===== config.mk =====
export PLATFORM = sky130hd
export DESIGN_NAME = rx_frame_decoder_flat
export DESIGN_NICKNAME = d
export VERILOG_FILES = /design/src/rtl/tx_pkg.sv /design/src/rtl/rx_frame_decoder_if.sv /design/src/rtl/frame_payload_buf.sv /design/src/rtl/rx_frame_decoder.sv /design/src/flat_wrapper.sv
export SDC_FILE = /design/constraint.sdc
export NUM_CORES = 1
export LEC_CHECK = 0
export BUFFER_PORTS_ARGS = -buffer_cell sky130_fd_sc_hd__buf_4
export CAP_MARGIN = 10
export CORE_ASPECT_RATIO = 0.8
export CORE_MARGIN = 5
export CORE_UTILIZATION = 55
export DETAILED_ROUTE_END_ITERATION = 8
export PLACE_DENSITY_LB_ADDON = 0.05
export SLEW_MARGIN = 20
export SYNTH_ARGS = -nofsm -noshare
export SYNTH_HDL_FRONTEND = slang
export SYNTH_SLANG_ARGS = --single-unit

===== constraint.sdc =====
create_clock -name clk_in -period 2.6 [get_ports clk_in]
set_clock_uncertainty 0.15 [all_clocks]
set_input_delay 0.13 -clock clk_in [delete_from_list [all_inputs] [get_ports clk_in]]
set_output_delay 0.13 -clock clk_in [all_outputs]
set_load 0.02 [all_outputs]

===== src/rtl/tx_pkg.sv =====
// tx_pkg: state/error types and register address map shared by the RX frame
// decoder and the data memory it feeds.
package tx_pkg;
  typedef enum logic [2:0] {HUNT, ADDR, PAYLOAD, CSUM, BURST} rx_state_t;
  typedef enum logic [1:0] {
    ERR_NONE    = 2'b00,
    ERR_ADDR    = 2'b01,
    ERR_CSUM    = 2'b10,
    ERR_TIMEOUT = 2'b11
  } err_code_t;
  localparam logic [7:0] SOF_BYTE = 8'hA5;
  localparam logic [7:0] REG1 = 8'h00;
  localparam logic [7:0] REG2 = 8'h02;
  localparam logic [7:0] REG3 = 8'h04;
  localparam logic [7:0] REG4 = 8'h06;
  localparam logic [7:0] REG5 = 8'h08;
  localparam logic [7:0] REG6 = 8'h0A;
  localparam logic [7:0] REG7 = 8'h0C;
  localparam logic [7:0] REG8 = 8'h0E;
endpackage


===== src/rtl/rx_frame_decoder_if.sv =====
// rx_frame_decoder_if: UART byte input and memory write-burst output of the decoder.
interface rx_frame_decoder_if #(
  parameter int DATA_WIDTH = 8,
  parameter int ADDR_WIDTH = 4
);
  import tx_pkg::*;
  logic [DATA_WIDTH-1:0] rx_data;
  logic                  rx_valid;
  logic [DATA_WIDTH-1:0] wr_data;
  logic [ADDR_WIDTH-1:0] wr_addr;
  logic                  wr_enabl;
  logic                  frame_done;
  logic                  frame_err;
  err_code_t             err_code;
  logic                  overrun;
  modport master (
    output rx_data, rx_valid,
    input  wr_data, wr_addr, wr_enabl, frame_done, frame_err, err_code, overrun
  );
  modport slave (
    input  rx_data, rx_valid,
    output wr_data, wr_addr, wr_enabl, frame_done, frame_err, err_code, overrun
  );
endinterface


===== src/rtl/frame_payload_buf.sv =====
// frame_payload_buf: SIZE-entry payload store with auto-incrementing write and
// read pointers; both pointers clear together at frame start.
module frame_payload_buf #(
  parameter int DATA_WIDTH = 8,
  parameter int SIZE       = 10
) (
  input  logic                  i_clk,
  input  logic                  i_rst_n,
  input  logic                  i_clr,
  input  logic                  i_we,
  input  logic [DATA_WIDTH-1:0] i_wdata,
  input  logic                  i_re,
  output logic [DATA_WIDTH-1:0] o_rdata,
  output logic                  o_wr_last,
  output logic                  o_rd_done
);
  localparam int PW = $clog2(SIZE + 1);
  localparam int IW = SIZE > 1 ? $clog2(SIZE) : 1;
  logic [DATA_WIDTH-1:0] r_mem [SIZE];
  logic [PW-1:0]         r_wptr;
  logic [PW-1:0]         r_rptr;
  always_ff @(posedge i_clk or negedge i_rst_n)
    if (!i_rst_n) begin
      r_wptr <= '0;
      r_rptr <= '0;
    end else if (i_clr) begin
      r_wptr <= '0;
      r_rptr <= '0;
    end else begin
      r_wptr <= i_we ? r_wptr + 1'b1 : r_wptr;
      r_rptr <= i_re ? r_rptr + 1'b1 : r_rptr;
    end
  // Payload contents are fully rewritten by every frame, so no reset is needed.
  always_ff @(posedge i_clk)
    if (i_we) r_mem[r_wptr[IW-1:0]] <= i_wdata;
  assign o_rdata   = r_rptr < PW'(SIZE) ? r_mem[r_rptr[IW-1:0]] : '0;
  assign o_wr_last = r_wptr == PW'(SIZE - 1);
  assign o_rd_done = r_rptr == PW'(SIZE);
endmodule


===== src/rtl/rx_frame_decoder.sv =====
// rx_frame_decoder: parses SOF/ADDR/payload/XOR-checksum frames from the RX byte
// stream and replays a valid payload as one gap-free SIZE-cycle write burst.
module rx_frame_decoder #(
  parameter int                    DATA_WIDTH  = 8,
  parameter int                    ADDR_WIDTH  = 4,
  parameter int                    SIZE        = 10,
  parameter logic [DATA_WIDTH-1:0] SOF_BYTE    = DATA_WIDTH'(tx_pkg::SOF_BYTE),
  parameter int                    TIMEOUT_CYC = 100000
) (
  input logic               clk_in,
  input logic               rst_n_in,
  rx_frame_decoder_if.slave bus
);
  import tx_pkg::*;
  localparam int            TW       = $clog2(TIMEOUT_CYC + 1);
  localparam logic [TW-1:0] TMO_LAST = TW'(TIMEOUT_CYC - 1);
  rx_state_t             r_state, w_state;
  err_code_t             r_err_code, w_err_code;
  logic [ADDR_WIDTH-1:0] r_addr, w_addr, r_wr_addr, w_wr_addr;
  logic [DATA_WIDTH-1:0] r_csum, w_csum, r_wr_data, w_wr_data;
  logic [TW-1:0]         r_tmo, w_tmo;
  logic                  r_wr_en, w_wr_en, r_done, w_done, r_err, w_err, r_ovr, w_ovr;
  logic                  w_we, w_re, w_clr, w_wr_last, w_rd_done;
  logic                  w_in_frame, w_expired, w_addr_ok;
  logic [DATA_WIDTH-1:0] w_rd_data;
  frame_payload_buf #(.DATA_WIDTH(DATA_WIDTH), .SIZE(SIZE)) u_buf (
    .i_clk     (clk_in),
    .i_rst_n   (rst_n_in),
    .i_clr     (w_clr),
    .i_we      (w_we),
    .i_wdata   (bus.rx_data),
    .i_re      (w_re),
    .o_rdata   (w_rd_data),
    .o_wr_last (w_wr_last),
    .o_rd_done (w_rd_done)
  );
  assign w_in_frame = r_state inside {ADDR, PAYLOAD, CSUM};
  // A byte arriving on the expiry cycle is processed instead of timing out.
  assign w_expired  = w_in_frame && !bus.rx_valid && r_tmo == TMO_LAST;
  assign w_addr_ok  = bus.rx_data < DATA_WIDTH'(16) && !bus.rx_data[0];
  assign w_tmo      = (bus.rx_valid || !w_in_frame) ? '0 : (&r_tmo ? r_tmo : r_tmo + 1'b1);
  always_comb begin
    w_state    = r_state;
    w_addr     = r_addr;
    w_csum     = r_csum;
    w_wr_en    = 1'b0;
    w_wr_data  = r_wr_data;
    w_wr_addr  = r_wr_addr;
    w_done     = 1'b0;
    w_err      = 1'b0;
    w_err_code = r_err_code;
    w_ovr      = 1'b0;
    w_we       = 1'b0;
    w_re       = 1'b0;
    w_clr      = 1'b0;
    unique case (r_state)
      HUNT: if (bus.rx_valid && bus.rx_data == SOF_BYTE) begin
        w_state = ADDR;
        w_clr   = 1'b1;
      end
      ADDR: if (bus.rx_valid) begin
        w_state    = w_addr_ok ? PAYLOAD : HUNT;
        w_addr     = w_addr_ok ? bus.rx_data[ADDR_WIDTH-1:0] : r_addr;
        w_csum     = bus.rx_data;
        w_err      = !w_addr_ok;
        w_err_code = w_addr_ok ? r_err_code : ERR_ADDR;
      end
      PAYLOAD: if (bus.rx_valid) begin
        w_state = w_wr_last ? CSUM : PAYLOAD;
        w_csum  = r_csum ^ bus.rx_data;
        w_we    = 1'b1;
      end
      CSUM: if (bus.rx_valid) begin
        if (bus.rx_data == r_csum) begin
          // Preload the first beat so the burst starts the cycle after the checksum.
          w_state   = BURST;
          w_re      = 1'b1;
          w_wr_en   = 1'b1;
          w_wr_data = w_rd_data;
          w_wr_addr = r_addr;
        end else begin
          w_state    = HUNT;
          w_err      = 1'b1;
          w_err_code = ERR_CSUM;
        end
      end
      BURST: begin
        w_ovr     = bus.rx_valid;
        w_state   = w_rd_done ? HUNT : BURST;
        w_done    = w_rd_done;
        w_re      = !w_rd_done;
        w_wr_en   = !w_rd_done;
        w_wr_data = w_rd_done ? r_wr_data : w_rd_data;
        w_wr_addr = w_rd_done ? r_wr_addr : r_addr;
      end
      default: w_state = HUNT;
    endcase
    if (w_expired) begin
      w_state    = HUNT;
      w_err      = 1'b1;
      w_err_code = ERR_TIMEOUT;
    end
  end
  always_ff @(posedge clk_in or negedge rst_n_in)
    if (!rst_n_in) begin
      r_state    <= HUNT;
      r_err_code <= ERR_NONE;
      r_addr     <= '0;
      r_wr_addr  <= '0;
      r_csum     <= '0;
      r_wr_data  <= '0;
      r_tmo      <= '0;
      r_wr_en    <= 1'b0;
      r_done     <= 1'b0;
      r_err      <= 1'b0;
      r_ovr      <= 1'b0;
    end else begin
      r_state    <= w_state;
      r_err_code <= w_err_code;
      r_addr     <= w_addr;
      r_wr_addr  <= w_wr_addr;
      r_csum     <= w_csum;
      r_wr_data  <= w_wr_data;
      r_tmo      <= w_tmo;
      r_wr_en    <= w_wr_en;
      r_done     <= w_done;
      r_err      <= w_err;
      r_ovr      <= w_ovr;
    end
  assign bus.wr_data    = r_wr_data;
  assign bus.wr_addr    = r_wr_addr;
  assign bus.wr_enabl   = r_wr_en;
  assign bus.frame_done = r_done;
  assign bus.frame_err  = r_err;
  assign bus.err_code   = r_err_code;
  assign bus.overrun    = r_ovr;
endmodule


===== src/flat_wrapper.sv =====
// flat-port wrapper written by rule: the top's interface ports become plain ports
module rx_frame_decoder_flat import tx_pkg::*;
#(
  parameter int                    DATA_WIDTH  = 8,
  parameter int                    ADDR_WIDTH  = 4,
  parameter int                    SIZE        = 10,
  parameter logic [DATA_WIDTH-1:0] SOF_BYTE    = DATA_WIDTH'(tx_pkg::SOF_BYTE),
  parameter int                    TIMEOUT_CYC = 100000
)
  (clk_in, rst_n_in, bus_rx_data, bus_rx_valid, bus_wr_data, bus_wr_addr, bus_wr_enabl, bus_frame_done, bus_frame_err, bus_err_code, bus_overrun);
  rx_frame_decoder_if #(.DATA_WIDTH(DATA_WIDTH), .ADDR_WIDTH(ADDR_WIDTH)) bus_i ();
  input logic clk_in;
  input logic rst_n_in;
  input wire logic [$bits(bus_i.rx_data)-1:0] bus_rx_data;
  input wire logic [$bits(bus_i.rx_valid)-1:0] bus_rx_valid;
  output wire logic [$bits(bus_i.wr_data)-1:0] bus_wr_data;
  output wire logic [$bits(bus_i.wr_addr)-1:0] bus_wr_addr;
  output wire logic [$bits(bus_i.wr_enabl)-1:0] bus_wr_enabl;
  output wire logic [$bits(bus_i.frame_done)-1:0] bus_frame_done;
  output wire logic [$bits(bus_i.frame_err)-1:0] bus_frame_err;
  output wire logic [$bits(bus_i.err_code)-1:0] bus_err_code;
  output wire logic [$bits(bus_i.overrun)-1:0] bus_overrun;
  assign bus_i.rx_data = bus_rx_data;
  assign bus_i.rx_valid = bus_rx_valid;
  assign bus_wr_data = bus_i.wr_data;
  assign bus_wr_addr = bus_i.wr_addr;
  assign bus_wr_enabl = bus_i.wr_enabl;
  assign bus_frame_done = bus_i.frame_done;
  assign bus_frame_err = bus_i.frame_err;
  assign bus_err_code = bus_i.err_code;
  assign bus_overrun = bus_i.overrun;
  rx_frame_decoder #(.DATA_WIDTH(DATA_WIDTH), .ADDR_WIDTH(ADDR_WIDTH), .SIZE(SIZE), .SOF_BYTE(SOF_BYTE), .TIMEOUT_CYC(TIMEOUT_CYC)) u_core (.clk_in(clk_in), .rst_n_in(rst_n_in), .bus(bus_i));
endmodule

; Word level (Yosys, flattened, before mapping)
; Memories as Yosys holds them, arrays and structs flattened.
; Index checks and enable logic that the tools add are counted.
[op_classes]
add_sub_neg = 3
magnitude_cmp = 2
eq_ne = 21
mux = 50
bitwise = 1
n_reduce_logical = 23
[ops]
columns = op, count
row1 = two-way mux 8 bit, 6
row2 = two-way mux 17 bit, 2
row3 = one-hot mux 8 bit (2 select lines), 2
row4 = two-way mux 4 bit, 7
row5 = two-way mux 3 bit, 7
row6 = "adder 17 x 1 -> 17 bit, second input constant", 1
row7 = "equality test 17 bit, second input constant", 1
row8 = AND reduction 17 bit, 1
row9 = two-way mux 1 bit, 15
row10 = "!= test 3 x 2 -> 1 bit, second input constant", 5
row11 = one-hot mux 3 bit (5 select lines), 1
row12 = two-way mux 2 bit, 6
row13 = "!= test 2 bit, second input constant", 5
row14 = "adder 4 x 1 -> 4 bit, second input constant", 2
row15 = "equality test 4 bit, second input constant", 2
row16 = equality test 8 bit, 1
row17 = "equality test 8 bit, second input constant", 1
row18 = "less-than comparator 8 x 5 -> 1 bit, second input constant", 1
row19 = one-hot mux 4 bit (2 select lines), 1
row20 = AND reduction 4 bit, 2
row21 = nonzero test 2 bit, 4
row22 = bitwise XOR 8 bit, 1
row23 = "equality test 3 x 2 -> 1 bit, second input constant", 2
row24 = AND reduction 3 bit, 2
row25 = 13 further kinds, 22
[word_totals]
ff_bits = 58
ramBits = 80
in_bits = 11
out_inout_bits = 18
wordCells = 114
memories = 1
[memory_table]
columns = memory, words, word_bits, read_ports, rd_ports_with_merged_regs, wr, line
row1 = u_core.u_buf.r_mem, 10, 8, 1, 0, 1, frame_payload_buf.sv:19  ; logic [DATA_WIDTH-1:0] r_mem [SIZE];

; Longest topological paths before layout
; Gate-level depths: netlist of the first run.
[logic_depth]
ltp_word = 6
mapped_depth = 11
ltp_nobuf = 9

; Cells and area by module
; A second synthesis of the first run with hierarchy kept.
[hier_totals]
hier_cells = 467
hier_area_um2 = 6402.4
[modules_own_cells]
columns = mod, instances, cells_each, area_each_um2, seq_area_each_um2
row1 = frame_payload_buf, 1, 228, 3829.9, 2602.5
row2 = rx_frame_decoder, 1, 239, 2572.5, 1251.2

; Worst setup path after synthesis of the first run
; Ideal clock, no wire load.
[synth_timing]
kind = reg2reg
start = register u_core.u_buf.r_rptr[0]
end = register u_core.u_buf.r_rptr[0]
arrival_time_ns = 2.518
required_time_ns = 2.314
slack_ns = -0.204
path_stages_with_launch = 12
cell_sequence = dfrtp_1 > buf_2 > buf_2 > clkbuf_1 > inv_1 > ha_1 > nand3b_1 > and3_1 > or2_2 > clkbuf_1 > clkbuf_1 > o21ai_0
[synth_between]
elab_chain_len = 4
[synth_rtl]
columns = item, line
row1 = start: declaration, frame_payload_buf.sv:21  ; logic [PW-1:0] r_rptr;
row2 = start signal: assignment, frame_payload_buf.sv:31  ; r_rptr <= i_re ? r_rptr + 1'b1 : r_rptr;
row3 = equality test 4 bit, frame_payload_buf.sv:38  ; assign o_rd_done = r_rptr == PW'(SIZE);
row4 = logical NOT 1 bit, rx_frame_decoder.sv:91  ; w_re = !w_rd_done;
row5 = one-hot mux 1 bit (2 select lines), rx_frame_decoder.sv:56  ; unique case (r_state)
row6 = named net u_core.u_buf.i_re, frame_payload_buf.sv:12  ; input logic i_re,
row7 = nonzero test 2 bit (no line), --
; The timed path passes the listed nets, and every way through them passes these cells. The select of a mux whose other input is x is not followed.
; A chain may end at the register's enable or synchronous reset.

; Final worst setup path of the first run
[layout_timing]
start = register u_core.r_tmo[6]
end = register u_core.r_state[0]
[layout_between]
elab_chain_len = 4
[layout_rtl]
columns = item, line
row1 = start: declaration, rx_frame_decoder.sv:21  ; logic [TW-1:0] r_tmo, w_tmo;
row2 = start signal: assignment, rx_frame_decoder.sv:124  ; r_tmo <= w_tmo;
row3 = equality test 17 bit *, rx_frame_decoder.sv:39  ; assign w_expired = w_in_frame && !bus.rx_valid && r_tmo == TMO_LAST;
row4 = logical AND 1 bit *, rx_frame_decoder.sv:39
row5 = != test 3 x 1 -> 1 bit (no line) or != test 3 x 2 -> 1 bit (tied branches), --
row6 = AND reduction 4 bit (no line), --
row7 = end signal: assignment, rx_frame_decoder.sv:118  ; r_state <= w_state;
row8 = end: declaration, rx_frame_decoder.sv:17  ; rx_state_t r_state, w_state;
; Every way passes the cells marked *; elsewhere a longest branch is shown, timed or not.

==> flow_metrics.tcl, run 1 <==
set metrics [dict create \
    worstPathCellList "or4b_1, or4_1, or4_4, a211oi_1, nor2_1" \
    cts_buffer_depth 2 \
    finalSetupViolCount 0 \
    post_drt_wl_per_cell_um 19.5 \
    synth.area.top_cells "edfxtp_1, dfrtp_1, mux4_2, mux2_2, nor2_1" \
    syn_area_per_cell_um2 13.7 \
    yosys_warnings 0 \
    cts_buffers 17 \
    drv_slew 0 \
    insertion_delay_ps 410 \
    htree_levels 4 \
    grt_use_total_pct 20.8 \
    slew-limit-headroom_pct 49.6 \
    ys_types 49 \
    drc 0 \
    antenna_left 0 \
    clk_pin_slew_ps 60 \
    critPathBufInv 0 \
    start_util_pct 55.8 \
    cts_tree "yes" \
    die_h_um 103 \
    critPathArrivalTime_ps 2640 \
    gp_congestion 0.817 \
    synth.ff_latch_count 138 \
    synth.top_cell.area_share_pct 40.0 \
    synthesis.nets 456 \
    crit_type "reg2reg" \
    cts_setup_buffers 0 \
    synth_top_flop_cell "edfxtp_1" \
    synthArstFlopShare_pct 42.0 \
    yosysTopAreaCell "edfxtp_1" \
    ios 29 \
    grt-ovfl-total 0 \
    worst_slew_pin_slew_ps 756 \
    dr.pass1.iters 5 \
    area_delta_synth_final_pct 18.6 \
    fp.dieArea_um2 13100 \
    yosysSeqAreaShare_pct 64.2 \
    cellPowerDensity_nw_per_um2 684 \
    grt_pass1_vias 3837 \
    timing.final.crit_share_pct 96.6 \
    dpl_cell_area_um2 6420 \
    via_count 3728 \
    setup_ws_ps 89.6 \
    wl_um 12600 \
    num_rows 34 \
    cp_max_fo 6 \
    hold_class "in2async" \
    dieWidth_um 127 \
    status "complete, no violations" \
    grt_start_max_net_pins 59 \
    peakVddDrop_mv 0.394 \
    layout-drive-gt1-share_pct 22.4 \
    drv_cap 0 \
    final_hold_viol_count 0 \
    fin_setup_tns_ps 0 \
    nNetsFinal 507 \
    grt_setup_unrepaired "no" \
    antenna_found_initial 0 \
    dpl.hpwl_um 7930 \
    synth_edf_count 80 \
    cts.sinks 138 \
    critPathMaxStageDelay_ps 560 \
    syn_area_um2 6010 \
    p_leak_nw 2.73 \
    clockRootBuffer "clkbuf_16" \
    cp-end-kind "register" \
    viasPerCell 5.78 \
    pre_cts_ws_ps 130 \
    drt-initial-drc-count 236 \
    core_um2 10800 \
    postSynthCellCount 437 \
    diodes 0 \
    max_freq_mhz 398 \
    startpoint_type "register" \
    finalCriticalPeriod_ps 2510 \
    cp_top_family "simple AND/OR/NAND/NOR gates" \
    cp_slowest_cell "or4_4" \
    io_buffers 28 \
    finalInstanceArea_um2 7120 \
    critPathRequiredTime_ps 2730 \
    grt_pass1_wl_um 20500 \
]
[final timing paths]
check / start / endpoint / slack (ps) / cells past startpoint
setup / recovery: u_core.r_tmo[6] / u_core.r_state[0] / 90 / 5
hold / removal: rst_n_in / u_core.r_tmo[13] / 160 / 2
setup reg to reg: u_core.r_tmo[6] / u_core.r_state[0] / 90 / 5
hold reg to reg: u_core.r_addr[0] / u_core.r_addr[0] / 340 / 1
max in group asynchronous: rst_n_in / u_core.bus.wr_data[4] / 1610 / 2
min in group clk_in: u_core.r_addr[0] / u_core.r_addr[0] / 340 / 1
[flip-flops by register name (all words and copies together), names as in the netlist]
| name | cells |
|---|---|
| u_core.bus.err_code | 2 |
| u_core.bus.frame_done | 1 |
| u_core.bus.frame_err | 1 |
| u_core.bus.overrun | 1 |
| u_core.bus.wr_addr | 4 |
| u_core.bus.wr_data | 8 |
| u_core.bus.wr_enabl | 1 |
| u_core.r_addr | 4 |
| u_core.r_csum | 8 |
| u_core.r_state | 3 |
| u_core.r_tmo | 17 |
| u_core.u_buf.r_mem | 80 |
| u_core.u_buf.r_rptr | 4 |
| u_core.u_buf.r_wptr | 4 |
[timing repair]
action                                  CTS  global route
hold buffers                             10             0
endpoints found under the setup margin    0             1
hold endpoints to repair                151             0
gates resized for setup                   0             1
[report_power, final]
part	switching [mW]	internal (mW)
Combinational	0.0768	0.0379
Clock	0.911	1.52
Sequential	0.00375	2.32
[through the flow]
stage | instances | hold WS, ps | power [mW] | utilization [%]
2_1_floorplan | 437 | -316 | 2.40 | -
3_3_place_gp | 603 | 89.6 | 2.47 | 59.7
3_5_place_dp | 603 | 95.2 | 2.48 | 59.7
4_1_cts | 645 | 197 | 4.91 | 66.2
5_1_grt | 645 | 273 | 5.03 | 66.2
6_report | 645 | 158 | 4.87 | 66.2
[cells in the mapped netlist (2+ instances only)]
cell type,count
edfxtp_1,80
dfrtp_1,58
nor2_1,40
nand2_1,24
a21oi_1,20
mux4_2,16
nor3_1,16
mux2_2,15
clkbuf_1,14
a31oi_1,12
xnor2_1,12
and2_1,11
xor2_1,10
a22oi_1,8
ha_1,8
o21ai_0,8
nand3_1,7
mux2i_1,6
nand2b_1,6
and3_1,5
nand3b_1,5
nand4_1,5
nor2b_1,5
or3_1,5
a311o_1,4
inv_1,4
o311ai_0,4
buf_1,3
nor4_1,3
buf_2,2
nand4b_1,2
or2_2,2
[cell type report]
cell class | count | area [um2]
Sequential cell | 138 | 3850
Timing Repair Buffer | 52 | 415
Inverter | 4 | 15.0
Clock buffer | 19 | 433
Multi-Input combinational cell | 275 | 2060
Fill cell | 799 | 3640
Tap cell | 144 | 180
Clock inverter | 13 | 166
[layout by cell type (no fill, tap or decap), types with 10 or more instances in the layout]
| cell | instances |
|---|---|
| clkbuf_16 | 17 |
| nor2_1 | 40 |
| a31oi_1 | 12 |
| dfrtp_1 | 58 |
| nor3_1 | 16 |
| a21oi_1 | 20 |
| mux2_2 | 15 |
| and2_1 | 10 |
| xor2_1 | 10 |
| dlygate4sd3_1 | 10 |
| nand2_1 | 24 |
| xnor2_1 | 12 |
| edfxtp_1 | 80 |
| buf_4 | 42 |
| mux4_2 | 16 |
[cells by family after synthesis]
group                    Yosys count  synth area share (%)
buffers and inverters             24                  1.67
AO/OA/AOI/OAI                     60                  6.35
XOR/XNOR                          22                  3.21
multiplexers                      37                  9.81
AND/OR/NAND/NOR                  148                  13.1
adder cells (fa/ha/maj)            8                  1.67
flip-flops                       138                  64.2
[routing by layer]
layer,GRT usage [%],vias to the layer above,wire length (um)
met2,32.2,94,6050
met3,4.31,18,560
met1,29.1,1854,5680
met4,8.74,0,266
li1,-,1762,-
met5,0,-,0
Note: power is estimated with default switching activity, not from simulation.
==> inputs of run 2 (changes only) <==
--- a/config.mk
+++ b/config.mk
@@ -5,6 +5,7 @@
 export SDC_FILE = /design/constraint.sdc
 export NUM_CORES = 1
 export LEC_CHECK = 0
+export ABC_AREA = 1
 export BUFFER_PORTS_ARGS = -buffer_cell sky130_fd_sc_hd__buf_4
 export CAP_MARGIN = 10
 export CORE_ASPECT_RATIO = 0.8
==> constraint.sdc (replaced) <==
create_clock -name clk_in -period 2.2 [get_ports clk_in]
set_clock_uncertainty 0.15 [all_clocks]
set_input_delay 0.11 -clock clk_in [delete_from_list [all_inputs] [get_ports clk_in]]
set_output_delay 0.11 -clock clk_in [all_outputs]
set_load 0.02 [all_outputs]
==> flow_metrics.tcl, run 2 <==
set metrics [dict create \
    final_hold_viol_count 0 \
    htree_levels 4 \
    fillers 940 \
    ios 29 \
    cp_max_fo 6 \
    dr.pass1.iters 5 \
    crit_type "reg2reg" \
    cts_buffers 17 \
    switching_power_mw 1.78 \
    drv_cap 0 \
    synthArstFlopShare_pct 42.0 \
    dpl.hpwl_um 10000 \
    drc 0 \
    synth.area.mux_share_pct 0 \
    layoutNonFillerInstCount 951 \
    synth.ff_latch_count 138 \
    synth-compound-area-share_pct 5.13 \
    drt-initial-drc-count 370 \
    finalInstanceArea_um2 7840 \
    post_drt_wl_per_cell_um 15.8 \
    synthMostInstantiatedCell "nand2_1" \
    synth-adder-area-share_pct 1.53 \
    num_rows 35 \
    yosys_warnings 0 \
    clk_pin_slew_ps 60 \
    gp_congestion 0.852 \
    synth_edf_count 80 \
    yosysTopAreaCell "edfxtp_1" \
    largest_reg_flops 80 \
    critPathArrivalTime_ps 2240 \
    grt-ovfl-total 0 \
    pwr-share-seq_pct 43.9 \
    layout-drive-gt1-share_pct 15.6 \
    cellPowerDensity_nw_per_um2 879 \
    synth.top_cell.area_share_pct 36.6 \
    clockRootBuffer "clkbuf_16" \
    grt_pass1_wl_um 24700 \
    synth-simple-area-share_pct 25.4 \
    diodes 0 \
    drv_slew 0 \
    finalCriticalPeriod_ps 2090 \
    finalSetupViolCount 0 \
    synthXorXnorAreaFrac_pct 0.534 \
    switching_share_pct 25.9 \
    antenna_found_initial 0 \
    yosysSeqAreaShare_pct 58.8 \
    grt_use_total_pct 22.5 \
    wl_um 15000 \
    pwr-share-comb_pct 13.3 \
    fin_setup_tns_ps 0 \
    nNetsFinal 810 \
    cts_buffer_depth 2 \
    syn_area_per_cell_um2 9.07 \
    critPathRequiredTime_ps 2350 \
    final_cell_mix "nand2_1, inv_1, edfxtp_1, nand3_1, buf_4" \
    hold_class "in2async" \
    syn_area_um2 6560 \
    die_h_um 108 \
    worst_slew_pin_slew_ps 741 \
    dpl_cell_area_um2 7070 \
    via_count 5101 \
    slew-limit-headroom_pct 50.6 \
    grt_pass1_vias 4770 \
    cts_tree "yes" \
    layout_commonest_cell "nand2_1" \
    synth_top_flop_cell "edfxtp_1" \
    synth.area.top_cells "edfxtp_1, dfrtp_1, nand2_1, inv_1, nand3_1" \
    io_buffers 28 \
    start_util_pct 56.5 \
    total_power_mw 6.89 \
    status "complete, no violations" \
    placed_cells 909 \
    timing.final.crit_share_pct 95.1 \
    ys_types 38 \
    synthesis.nets 742 \
    grt_start_max_net_pins 59 \
    synth_top_family_by_area "simple AND/OR/NAND/NOR gates" \
    postSynthCellCount 723 \
    dieWidth_um 132 \
    insertion_delay_ps 420 \
    peakVddDrop_mv 0.666 \
    max_freq_mhz 478 \
    cts.sinks 138 \
    synth_common_cells "nand2_1, inv_1, edfxtp_1, nand3_1, dfrtp_1" \
    startpoint_type "register" \
    p_leak_nw 3.59 \
    intPower_mw 5.11 \
    power.share.clock_pct 42.8 \
    cp-end-kind "register" \
    area_delta_synth_final_pct 19.6 \
    viasPerCell 5.36 \
    fp.dieArea_um2 14200 \
    core_um2 11600 \
    antenna_left 0 \
]
-- run 2: changes by cell type after synthesis, sizes merged, moves of 9 or more --
cell    change
nand2     +171
inv       +108
nand3      +71
o21ai      +23
mux4       -16
mux2       -15
nor2       +15
nand4      +13
a31oi      -12
and2       -11
xnor2      -11
o211ai      +9
-- run 2: cells by family (layout without fill, tap and decap cells) --
family / Yosys count / after routing
AO/OA/AOI/OAI: 61 / 61
adder cells (fa/ha/maj): 8 / 8
flip-flops: 138 / 138
buffers and inverters: 136 / 216
XOR/XNOR: 4 / 4
AND/OR/NAND/NOR: 376 / 376
-- run 2: layout make-up --
class / count / area, um2 / area share, %
clock buffer: 20 / 437 / 5.57
clock inverter: 11 / 173 / 2.20
inverter: 116 / 435 / 5.55
multi-input combinational: 449 / 2200 / 28.1
sequential: 138 / 3860 / 49.2
tap: 148 / 185 / 2.36
timing repair buffer: 69 / 556 / 7.08
-- run 2: power groups by stage --
stage | clock network, mW | registers [mW] | logic (mW)
floorplan | 0 | 3.08 | 0.622
global placement | 0 | 3.07 | 0.873
detailed placement | 0 | 3.08 | 0.902
CTS | 2.99 | 3.03 | 0.925
global route | 3.13 | 3.05 | 1.05
finish | 2.95 | 3.03 | 0.919
-- run 2: final timing paths --
kind / start / depth (start not counted) / slack, ps / end
hold reg to reg: u_core.r_addr[0] / 2 / 320 / u_core.bus.wr_addr[0]
setup reg to reg: u_core.r_tmo[7] / 11 / 110 / u_core.r_tmo[13]
max in group asynchronous: rst_n_in / 2 / 1220 / u_core.r_tmo[7]
min in group clk_in: u_core.r_addr[0] / 2 / 320 / u_core.bus.wr_addr[0]
hold / removal: rst_n_in / 2 / 150 / u_core.bus.wr_data[1]
setup / recovery: u_core.r_tmo[7] / 11 / 110 / u_core.r_tmo[13]
-- run 2: routing by layer --
| layer | routed length [um] | up-vias | track usage (%) |
|---|---|---|---|
| met5 | 0 | - | 0 |
| met4 | 127 | 0 | 7.56 |
| met3 | 842 | 12 | 4.25 |
| met2 | 6780 | 149 | 34.0 |
| met1 | 7290 | 2439 | 32.9 |
| li1 | - | 2501 | - |
-- run 2: stage by stage --
step / hold slack, ps / worst slack, ps / util [%]
6_report: 151 / 107 / 67.6
5_1_grt: 236 / -45.5 / 67.6
4_1_cts: 179 / 47.5 / 67.0
3_5_place_dp: 69.9 / 50.3 / 60.9
3_3_place_gp: 60.7 / 143 / 60.9
2_1_floorplan: -336 / 52.0 / -
-- run 2: repair_timing --
action	4_1_cts	5_1_grt
setup buffers	0	1
endpoints found under the hold margin	149	0
gates resized for setup	0	21
hold buffers	10	0
setup endpoints to repair	0	20
-- run 2: worst max-delay path, cell delays in order, from the launching register on --
cell	delay, ps
dfrtp_2	420
nand2_2	100
nor2_2	190
nand4_1	160
nor3_2	170
ha_2	260
buf_4	150
nand2_1	70
nand2_1	70
nor2_1	40
o21ai_0	130
a21oi_1	50
==> inputs of run 3 (changes only) <==
--- a/config.mk
+++ b/config.mk
@@ -12,8 +12,9 @@
 export CORE_MARGIN = 5
 export CORE_UTILIZATION = 55
 export DETAILED_ROUTE_END_ITERATION = 8
-export PLACE_DENSITY_LB_ADDON = 0.05
+export PLACE_DENSITY = 0.75
 export SLEW_MARGIN = 20
 export SYNTH_ARGS = -nofsm -noshare
 export SYNTH_HDL_FRONTEND = slang
+export SYNTH_HIERARCHICAL = 1
 export SYNTH_SLANG_ARGS = --single-unit
==> flow_metrics.tcl, run 3 <==
set metrics [dict create \
    status "finished, violations left" \
    failed_checks "negative setup slack" \
    drv_cap 0 \
    syn_area_per_cell_um2 8.96 \
    grt_start_max_net_pins 59 \
    finalCriticalPeriod_ps 2230 \
    layout_commonest_cell "nand2_1" \
    synthesis.nets 748 \
    synth.top_cell.area_share_pct 36.8 \
    grt_pass1_wl_um 25500 \
    cellPowerDensity_nw_per_um2 1050 \
    grt_pass1_vias 4914 \
    ys_types 34 \
    antenna_found_initial 0 \
    cts_tree "yes" \
    ios 29 \
    gp_congestion 0.892 \
    drt-initial-drc-count 616 \
    synthArstFlopShare_pct 42.0 \
    fin_setup_tns_ps -33.0 \
    cp-end-kind "register" \
    start_util_pct 56.5 \
    dr.pass1.iters 8 \
    antenna_left 0 \
    max_freq_mhz 448 \
    cts_buffers 17 \
    viasPerCell 5.45 \
    layoutNonFillerInstCount 966 \
    critPathArrivalTime_ps 2390 \
    synth.ff_latch_count 138 \
    synthMostInstantiatedCell "nand2_1" \
    multiInputGateArea_um2 2250 \
    num_rows 35 \
    clk_pin_slew_ps 60 \
    wl_um 15800 \
    post_drt_wl_per_cell_um 16.4 \
    htree_levels 4 \
    top_layer_used "met4" \
    final_cell_mix "nand2_1, nor2_1, inv_1, edfxtp_1, buf_4" \
    diodes 0 \
    layout-drive-gt1-share_pct 16.0 \
    largest_reg_flops 80 \
    worst_slew_pin_slew_ps 757 \
    dieWidth_um 132 \
    drv_slew 0 \
    fillers 885 \
    grt_use_total_pct 23.1 \
    nNetsFinal 824 \
    total_power_mw 8.30 \
    dr_wl_met3_um 1200 \
    setup_ws_ps -33.0 \
    fp.dieArea_um2 14200 \
    dpl.hpwl_um 10400 \
    slew-limit-headroom_pct 49.6 \
    synth_top_flop_cell "edfxtp_1" \
    yosys_warnings 6 \
    synth_common_cells "nand2_1, inv_1, nor2_1, edfxtp_1, nand3_1" \
    grt-ovfl-total 0 \
    cts.sinks 138 \
    yosysSeqAreaShare_pct 59.0 \
    synth_edf_count 80 \
    area_delta_synth_final_pct 20.7 \
    p_leak_nw 3.49 \
    holdWs_ps 143 \
    syn_area_um2 6530 \
    cp_max_fo 5 \
    finalSetupViolCount 1 \
    peakVddDrop_mv 0.706 \
    io_buffers 28 \
    synth.area.top_cells "edfxtp_1, dfrtp_1, nand2_1, inv_1, nor2_1" \
    timing.final.crit_share_pct 102 \
    startpoint_type "register" \
    crit_type "reg2reg" \
    via_count 5268 \
    insertion_delay_ps 430 \
    wl_met1_um 7170 \
    yosysTopAreaCell "edfxtp_1" \
    utilization_pct 68.2 \
    critPathRequiredTime_ps 2360 \
    placed_cells 913 \
    final_hold_viol_count 0 \
    seq_area_um2 3850 \
    wl_met2_um 7300 \
    core_um2 11600 \
    die_h_um 107 \
    postSynthCellCount 729 \
    clockRootBuffer "clkbuf_16" \
    cts_buffer_depth 2 \
    drc 0 \
    hold_class "in2async" \
]
[run 3: changes by cell type in the layout (fill, tap and decap cells not counted), moves of 9 or more]
cell     previous run  this run
inv_1             107        88
nand2_1           184       199
nand3_1            77        59
nor2_1             48        91
o21ai_0            28        15
o21ai_1             3        12
[run 3: worst max-delay path, cell delays in order (launching register included)]
cell and delay [ps]:
dfrtp_1 370, ha_2 210, nand2_2 80, inv_4 90, nand3_4 90, nor4_4 290, ha_4 230, clkinvlp_2 230
a21oi_1 290, a211oi_2 70
[run 3: worst paths after layout]
path,slack [ps],to,startpoint,cells after the start
min reg2reg,320,u_core/bus.wr_data[1],u_core/bus.wr_data[1],2
min in group clk_in,310,u_core/u_buf/r_mem[7][2],bus_rx_data[2],2
max reg2reg,-30,u_core/r_tmo[2],u_core/r_tmo[0],9
max in group asynchronous,1250,u_core/r_tmo[8],rst_n_in,2
min,140,u_core/bus.wr_data[3],rst_n_in,2
max,-30,u_core/r_tmo[2],u_core/r_tmo[0],9
[run 3: per-layer routing]
layer,vias to the layer above,global-route usage (%)
met2,199,34.8
li1,2525,-
met3,22,5.47
met4,0,7.20
met5,-,0
met1,2522,33.4
[run 3: cell families (layout without fill, tap and decap cells)]
| family | Yosys count | in the layout | share of synthesized area [%] |
|---|---|---|---|
| and+or+nand+nor | 394 | 394 | 25.6 |
| DFF | 138 | 138 | 59.0 |
| buffers and inverters | 119 | 208 | 7.84 |
| AOI/OAI and AO/OA | 67 | 67 | 5.67 |
| adders and majority gates | 8 | 8 | 1.53 |
| xor gates and xnor gates | 3 | 3 | 0.402 |
[run 3: through the flow]
step           instance area [um2]  setup slack [ps]
2_1_floorplan                 6530              28.0
3_3_place_gp                  7000              77.7
3_5_place_dp                  7000             -77.0
4_1_cts                       7760              3.58
5_1_grt                       7880             -92.1
6_report                      7880             -33.0
[run 3: area by class of cell]
cell class / count / share of cell area (%)
Inverter: 99 / 4.87
Multi-Input combinational cell: 472 / 28.6
Timing Repair inverter: 1 / 0.0635
Timing Repair Buffer: 76 / 7.61
Sequential cell: 138 / 48.9
Clock buffer: 19 / 5.49
Tap cell: 148 / 2.35
Clock inverter: 13 / 2.14
[run 3: report_power, final]
group	internal, mW	leakage, nW	switching (mW)	total (mW)
clock	1.79	0.281	1.13	2.92
sequential	3.01	1.47	0.211	3.22
combinational	0.698	1.74	1.45	2.15
[run 3: repair_timing]
item	in CTS	in global routing
hold buffers	10	0
gates cloned	1	0
buffers inserted	5	5
pin swaps	1	3
hold endpoints to repair	149	0
endpoints found under the setup margin	4	27
gates resized for setup	4	20
